===== src/rtl/gp_rf_pkg.sv =====
// Shared types and default sizes for the GP-Core vector register file.
// Holds the clear-sequencer state encoding and default geometry.
package gp_rf_pkg;

  localparam int GP_RF_NUM_REGS = 8;
  localparam int GP_RF_LANES    = 4;
  localparam int GP_RF_LANE_W   = 32;

  typedef enum logic [1:0] {
    RF_IDLE,
    RF_CLEAR,
    RF_DONE
  } rf_state_e;

endpackage


===== src/rtl/gp_rf_scoreboard.sv =====
// Busy-bit scoreboard: one pending bit per register, reserve handshake.
// Ports: idle, rsv_valid/rsv_addr, wr_clr/waddr, seq_clr/seq_addr -> rsv_ready, busy.
module gp_rf_scoreboard
  import gp_rf_pkg::*;
#(
  parameter int NUM_REGS = GP_RF_NUM_REGS,
  localparam int AW = $clog2(NUM_REGS)
) (
  input  logic                clk,
  input  logic                rst_n,
  input  logic                idle,
  input  logic                rsv_valid,
  input  logic [AW-1:0]       rsv_addr,
  input  logic                wr_clr,
  input  logic [AW-1:0]       waddr,
  input  logic                seq_clr,
  input  logic [AW-1:0]       seq_addr,
  output logic                rsv_ready,
  output logic [NUM_REGS-1:0] busy
);

  logic [NUM_REGS-1:0] busy_nxt;

  assign rsv_ready = idle && !busy[rsv_addr];

  // Applied in order so a reserve overrides a same-address write clear.
  always_comb begin
    busy_nxt = busy;
    if (seq_clr)
      busy_nxt[seq_addr] = 1'b0;
    if (wr_clr)
      busy_nxt[waddr] = 1'b0;
    if (rsv_valid && rsv_ready)
      busy_nxt[rsv_addr] = 1'b1;
  end

  always_ff @(posedge clk or negedge rst_n) begin
    if (!rst_n)
      busy <= '0;
    else
      busy <= busy_nxt;
  end

endmodule


===== src/rtl/gp_vector_regfile.sv =====
// Vector register file: masked write, bypassed reads, scoreboard, bulk clear.
// Ports: raddr/rdata reads, we/waddr/wdata/wmask write, rsv_*, busy, clr_*, wr_drop.
module gp_vector_regfile
  import gp_rf_pkg::*;
#(
  parameter int NUM_REGS = GP_RF_NUM_REGS,
  parameter int LANES    = GP_RF_LANES,
  parameter int LANE_W   = GP_RF_LANE_W,
  parameter int NUM_RD   = 2,
  localparam int AW      = $clog2(NUM_REGS),
  localparam int DATA_W  = LANES * LANE_W
) (
  input  logic                     clk,
  input  logic                     rst_n,
  input  logic [NUM_RD*AW-1:0]     raddr,
  output logic [NUM_RD*DATA_W-1:0] rdata,
  input  logic                     we,
  input  logic [AW-1:0]            waddr,
  input  logic [DATA_W-1:0]        wdata,
  input  logic [LANES-1:0]         wmask,
  input  logic                     rsv_valid,
  input  logic [AW-1:0]            rsv_addr,
  output logic                     rsv_ready,
  output logic [NUM_REGS-1:0]      busy,
  input  logic                     clr_req,
  output logic                     clr_busy,
  output logic                     clr_done,
  output logic                     wr_drop
);

  localparam logic [AW:0] PTR_LAST = (AW+1)'(NUM_REGS - 1);

  logic [DATA_W-1:0] regs [NUM_REGS];
  rf_state_e         state;
  logic [AW:0]       ptr;
  logic              wr_eff;
  logic              clearing;

  assign wr_eff   = we && (state == RF_IDLE);
  assign clearing = (state == RF_CLEAR);

  gp_rf_scoreboard #(
    .NUM_REGS(NUM_REGS)
  ) u_sb (
    .clk      (clk),
    .rst_n    (rst_n),
    .idle     (state == RF_IDLE),
    .rsv_valid(rsv_valid),
    .rsv_addr (rsv_addr),
    .wr_clr   (wr_eff),
    .waddr    (waddr),
    .seq_clr  (clearing),
    .seq_addr (ptr[AW-1:0]),
    .rsv_ready(rsv_ready),
    .busy     (busy)
  );

  always_ff @(posedge clk or negedge rst_n) begin
    if (!rst_n) begin
      for (int r = 0; r < NUM_REGS; r++)
        regs[r] <= '0;
    end else if (clearing) begin
      regs[ptr[AW-1:0]] <= '0;
    end else if (wr_eff) begin
      for (int l = 0; l < LANES; l++)
        if (wmask[l])
          regs[waddr][l*LANE_W +: LANE_W] <= wdata[l*LANE_W +: LANE_W];
    end
  end

  // Masked lanes of an effective write forward straight to matching ports.
  always_comb begin
    rdata = '0;
    for (int p = 0; p < NUM_RD; p++) begin
      rdata[p*DATA_W +: DATA_W] = regs[raddr[p*AW +: AW]];
      if (wr_eff && (waddr == raddr[p*AW +: AW])) begin
        for (int l = 0; l < LANES; l++)
          if (wmask[l])
            rdata[p*DATA_W + l*LANE_W +: LANE_W] =
              wdata[l*LANE_W +: LANE_W];
      end
    end
  end

  always_ff @(posedge clk or negedge rst_n) begin
    if (!rst_n) begin
      state    <= RF_IDLE;
      ptr      <= '0;
      clr_busy <= 1'b0;
      clr_done <= 1'b0;
      wr_drop  <= 1'b0;
    end else begin
      wr_drop  <= we && (state != RF_IDLE);
      clr_done <= 1'b0;
      unique case (state)
        RF_IDLE: begin
          if (clr_req) begin
            state    <= RF_CLEAR;
            ptr      <= '0;
            clr_busy <= 1'b1;
          end
        end
        RF_CLEAR: begin
          ptr <= ptr + 1'b1;
          if (ptr == PTR_LAST) begin
            state    <= RF_DONE;
            clr_done <= 1'b1;
          end
        end
        RF_DONE: begin
          state    <= RF_IDLE;
          clr_busy <= 1'b0;
        end
        default: state <= RF_IDLE;
      endcase
    end
  end

endmodule

===== config.mk =====
export PLATFORM = sky130hd
export DESIGN_NAME = gp_vector_regfile
export DESIGN_NICKNAME = d
export VERILOG_FILES = /design/src/rtl/gp_rf_pkg.sv /design/src/rtl/gp_rf_scoreboard.sv /design/src/rtl/gp_vector_regfile.sv
export SDC_FILE = /design/constraint.sdc
export NUM_CORES = 2
export LEC_CHECK = 0
export BUFFER_PORTS_ARGS = -buffer_cell sky130_fd_sc_hd__buf_2
export CORE_MARGIN = 10
export CORE_UTILIZATION = 45
export DETAILED_ROUTE_END_ITERATION = 10
export GPL_TIMING_DRIVEN = 0
export SYNTH_ARGS = -nofsm -noshare
export SYNTH_HDL_FRONTEND = slang
export SYNTH_HIERARCHICAL = 1
export SYNTH_SLANG_ARGS = --single-unit
export TNS_END_PERCENT = 100

===== constraint.sdc =====
create_clock -name clk -period 4.25 [get_ports clk]
set_clock_uncertainty 0.2 [all_clocks]
set_input_delay 0.85 -clock clk [delete_from_list [all_inputs] [get_ports clk]]
set_output_delay 0.85 -clock clk [all_outputs]
set_load 0.02 [all_outputs]

==> impl_metrics.prom <==
# TYPE chip_impl_metric gauge
chip_impl_metric{name="worst-slew-pin-transition",unit="ps"} 1610
chip_impl_info{name="run_status",value="finished with violations"} 1
chip_impl_info{name="cts_tree",value="done"} 1
chip_impl_metric{name="worst_slew_margin_rel",unit=""} -0.0809
chip_impl_info{name="synth_top_flop_cell",value="sky130_fd_sc_hd__dfrtp_1"} 1
chip_impl_info{name="critical_path.top_delay_family",value="buffers and inverters"} 1
chip_impl_info{name="critical_path_top_delay_cell",value="sky130_fd_sc_hd__buf_1"} 1
chip_impl_metric{name="crit_path_max_fanout",unit=""} 10
chip_impl_metric{name="timing.final.crit_period",unit="ps"} 4360
chip_impl_metric{name="route.detailed.vias_per_inst",unit=""} 7.01
chip_impl_metric{name="synthToLayoutAreaGrowth",unit="%"} 15.8
chip_impl_metric{name="die_y",unit="um"} 373
chip_impl_metric{name="cts_max_level",unit=""} 3
chip_impl_metric{name="synth-edff-count",unit=""} 0
chip_impl_info{name="min_from",value="rsv_addr[2]"} 1
chip_impl_info{name="worstHoldEndpoint",value="u_sb/busy[1]$_DFF_PN0_"} 1
chip_impl_metric{name="floorplan.initialDensity",unit=""} 0.452
chip_impl_metric{name="globalRouteTotalUtil",unit=""} 0.324
chip_impl_metric{name="place.gp.congestion",unit=""} 0.924
chip_impl_metric{name="ir_worst_vdd",unit="V"} 0.000375
chip_impl_metric{name="cts_buffers",unit=""} 115
chip_impl_metric{name="cts.sink_count",unit=""} 1041
chip_impl_metric{name="ys_ff_latch",unit=""} 1041
chip_impl_metric{name="final.period_utilization",unit=""} 1.03
chip_impl_metric{name="max_freq",unit="GHz"} 0.230
chip_impl_metric{name="grt_max_degree",unit=""} 171
chip_impl_metric{name="antenna_found_initial",unit=""} 14
chip_impl_info{name="rsz0062_at_grt",value="true"} 1
chip_impl_metric{name="drt-wirelength-per-cell",unit="um"} 37.8
chip_impl_metric{name="number_of_buffer_and_inverter_stages_on_the_critical_path",unit=""} 4
chip_impl_metric{name="final_hold_fails",unit=""} 0
chip_impl_metric{name="syn_inst",unit=""} 3786
chip_impl_metric{name="powerDensity",unit="nW/um^2"} 658
chip_impl_metric{name="postSynthAreaPerCell",unit="um^2"} 14.8
chip_impl_info{name="violated_checks",value="capacitance limit, slew limit, setup timing"} 1
chip_impl_info{name="cp-start-kind",value="input port"} 1
chip_impl_metric{name="number_of_distinct_library_cells_after_synthesis",unit=""} 46
chip_impl_metric{name="finalMaxSlewViolations",unit=""} 5
chip_impl_metric{name="reg2reg_slack",unit="ps"} 280
chip_impl_info{name="cts.root.buffer_cell",value="sky130_fd_sc_hd__clkbuf_16"} 1
chip_impl_metric{name="drcViolationCount",unit=""} 0
chip_impl_info{name="end_kind",value="output port"} 1
chip_impl_metric{name="routed-via-count",unit=""} 42500
chip_impl_metric{name="drt-initial-drc-count",unit=""} 4922
chip_impl_metric{name="detail_route.first_pass.iterations",unit=""} 5
chip_impl_metric{name="finalWirelength",unit="mm"} 229
chip_impl_metric{name="slowest_delay",unit="ps"} 760
chip_impl_metric{name="max-cap-violations",unit=""} 1
chip_impl_metric{name="port_buffers",unit=""} 407
chip_impl_metric{name="cellLeakagePower",unit="nW"} 28.0
chip_impl_info{name="netlist.top_cell.by_area",value="sky130_fd_sc_hd__dfrtp_1"} 1
chip_impl_metric{name="finalSetupViolCount",unit=""} 38
chip_impl_metric{name="whs",unit="ps"} 166
chip_impl_metric{name="synth_async_sr_flop_share",unit=""} 1.00
chip_impl_metric{name="coreArea",unit="um^2"} 124000
chip_impl_info{name="r2r_start",value="ptr[2]$_DFFE_PN0P_"} 1
chip_impl_info{name="synth_most_common_cell",value="sky130_fd_sc_hd__dfrtp_1"} 1
chip_impl_metric{name="fraction_of_synthesized_cell_area_taken_by_the_top_area_cell_type",unit=""} 0.466
chip_impl_metric{name="ys.warnings.count",unit=""} 6
chip_impl_info{name="cp_cell_sequence",value="buf_2 -> clkbuf_2 -> buf_1 -> mux2_2 -> mux2_2 -> buf_2"} 1
chip_impl_info{name="class_of_the_tightest_hold_or_removal_check",value="input port to flip-flop"} 1
chip_impl_metric{name="final_worst_setup_slack",unit="ps"} -106
chip_impl_metric{name="grt_pass1_wl",unit="mm"} 323
chip_impl_metric{name="postRouteAntennaNets",unit=""} 0
chip_impl_metric{name="nNetsFinal",unit=""} 4475
chip_impl_metric{name="r2r.worst_path.cells",unit=""} 6
chip_impl_info{name="crit_type",value="input port to output port"} 1
chip_impl_metric{name="crit_arrival",unit="ps"} 3310
chip_impl_info{name="netlist_top_cells_area",value="sky130_fd_sc_hd__dfrtp_1 (47%), sky130_fd_sc_hd__mux4_2 (21%), sky130_fd_sc_hd__o2bb2ai_1 (16%)"} 1
chip_impl_info{name="r2r_end",value="regs[166]$_DFFE_PN0P_"} 1
chip_impl_metric{name="critical_path_required",unit="ps"} 3200
chip_impl_metric{name="number_of_global_route_vias_before_repair",unit=""} 43300
chip_impl_metric{name="path_clk_slew",unit="ps"} 70
chip_impl_metric{name="worst_skew_pair.late_latency",unit="ps"} 730
chip_impl_metric{name="hold-path-cell-count",unit=""} 2
chip_impl_metric{name="cell_area_after_synthesis",unit="um^2"} 55900
chip_impl_metric{name="layout-drive-gt1-share",unit=""} 0.416
chip_impl_metric{name="dp_hpwl",unit="mm"} 153
chip_impl_info{name="synth_commonest_cells",value="sky130_fd_sc_hd__dfrtp_1 (1,041), sky130_fd_sc_hd__o2bb2ai_1 (1,024), sky130_fd_sc_hd__mux4_2 (513)"} 1
chip_impl_metric{name="timing.setup.tns",unit="ps"} -1130
chip_impl_metric{name="total_gr_overflow",unit=""} 0
chip_impl_metric{name="die_width",unit="um"} 373
chip_impl_metric{name="cts_buffer_depth",unit=""} 3
chip_impl_metric{name="fp.dieArea",unit="um^2"} 139000
chip_impl_metric{name="ios",unit=""} 417
chip_impl_metric{name="syn-num-nets",unit=""} 3936
chip_impl_metric{name="final_core_util",unit=""} 0.524
chip_impl_metric{name="yosysSeqAreaShare",unit=""} 0.466
chip_impl_metric{name="placement_rows",unit=""} 129
flip-flops by register name, summed over array words and instances, names as in the netlist:
register and cells:
clr_busy 1, clr_done 1, ptr 4, regs 1024
state 2, u_sb/busy 8, wr_drop 1
per-layer routing:
metal / GRT usage / vias to the layer above / share of wire / wire, um
met5: 0 / - / 0.00045 / 104
met2: 0.473 / 2687 / 0.44 / 101000
met4: 0.153 / 16 / 0.053 / 12100
met1: 0.421 / 22500 / 0.38 / 87100
li1: - / 16700 / - / -
met3: 0.128 / 605 / 0.13 / 29500
how the worst max path moves through the flow:
stage,startpoint,depth (start not counted),endpoint,slack (ps)
finish,raddr[5],6,rdata[187],-110
global route,raddr[5],6,rdata[187],-30
CTS,raddr[3],7,rdata[187],-20
detailed placement,raddr[1],7,rdata[99],-1000
global placement,rst_n,1,regs[581]$_DFFE_PN0P_,-21260
floorplan,raddr[0],6,rdata[114],510
cell type report:
type	instances	area [um^2]
diodes	6	15.0
plain buffers	389	2230
clock buffers	167	3370
clock inverters	44	488
fillers	10600	58900
inverters	8	30.0
multi-input cells	2347	28100
flip-flops and latches	1041	26100
well taps	1637	2050
repair buffers	423	2410
cell families (layout without fill, tap and decap cells):
kind of cell,Yosys count,after routing,synth area share
AOI/OAI and AO/OA,1087,1087,0.167
muxes,1027,1027,0.315
and+or+nand+nor,226,226,0.0193
DFF,1041,1041,0.466
other,0,6,0
buffers and inverters,398,1031,0.0319
xor gates and xnor gates,6,6,0.000939
adders and majority gates,1,1,0.000224
cells in the final DEF (no fill, tap or decap), drive strengths merged, types with 8 or more instances in the layout:
master,count
nand2b,9
clkinv,23
mux2,512
o221ai,8
o21ai,36
dfrtp,1041
nor4,9
nand2,179
bufinv,8
inv,12
a21oi,8
buf,539
o2bb2ai,1024
clkinvlp,9
clkbuf,438
mux4,513
nor3,8
stage by stage:
stage | worst slack (ps) | cells | instance area [um^2] | power, W
floorplan | 510 | 3786 | 55900 | 0.0263
global placement | -21260 | 5830 | 60000 | 0.0315
detailed placement | -1000 | 5838 | 60300 | 0.0319
CTS | -19.6 | 6054 | 64600 | 0.0422
global route | -32.4 | 6056 | 64700 | 0.0441
finish | -106 | 6062 | 64800 | 0.0426
repair_timing:
action	in CTS	in global routing
gates resized for setup	170	70
setup endpoints to repair	256	343
buffers inserted	3	0
gates cloned	0	3
pin swaps	2	0
endpoints found under the hold margin	82	0
hold buffers	2	0
where the power goes:
part | internal [W] | switching [W] | total [W] | leakage (nW)
combinational | 0.00760 | 0.00847 | 0.0161 | 11.8
clock | 0.00597 | 0.00441 | 0.0104 | 1.88
sequential | 0.0134 | 0.00276 | 0.0162 | 14.3
(Power assumes the default switching activity.)
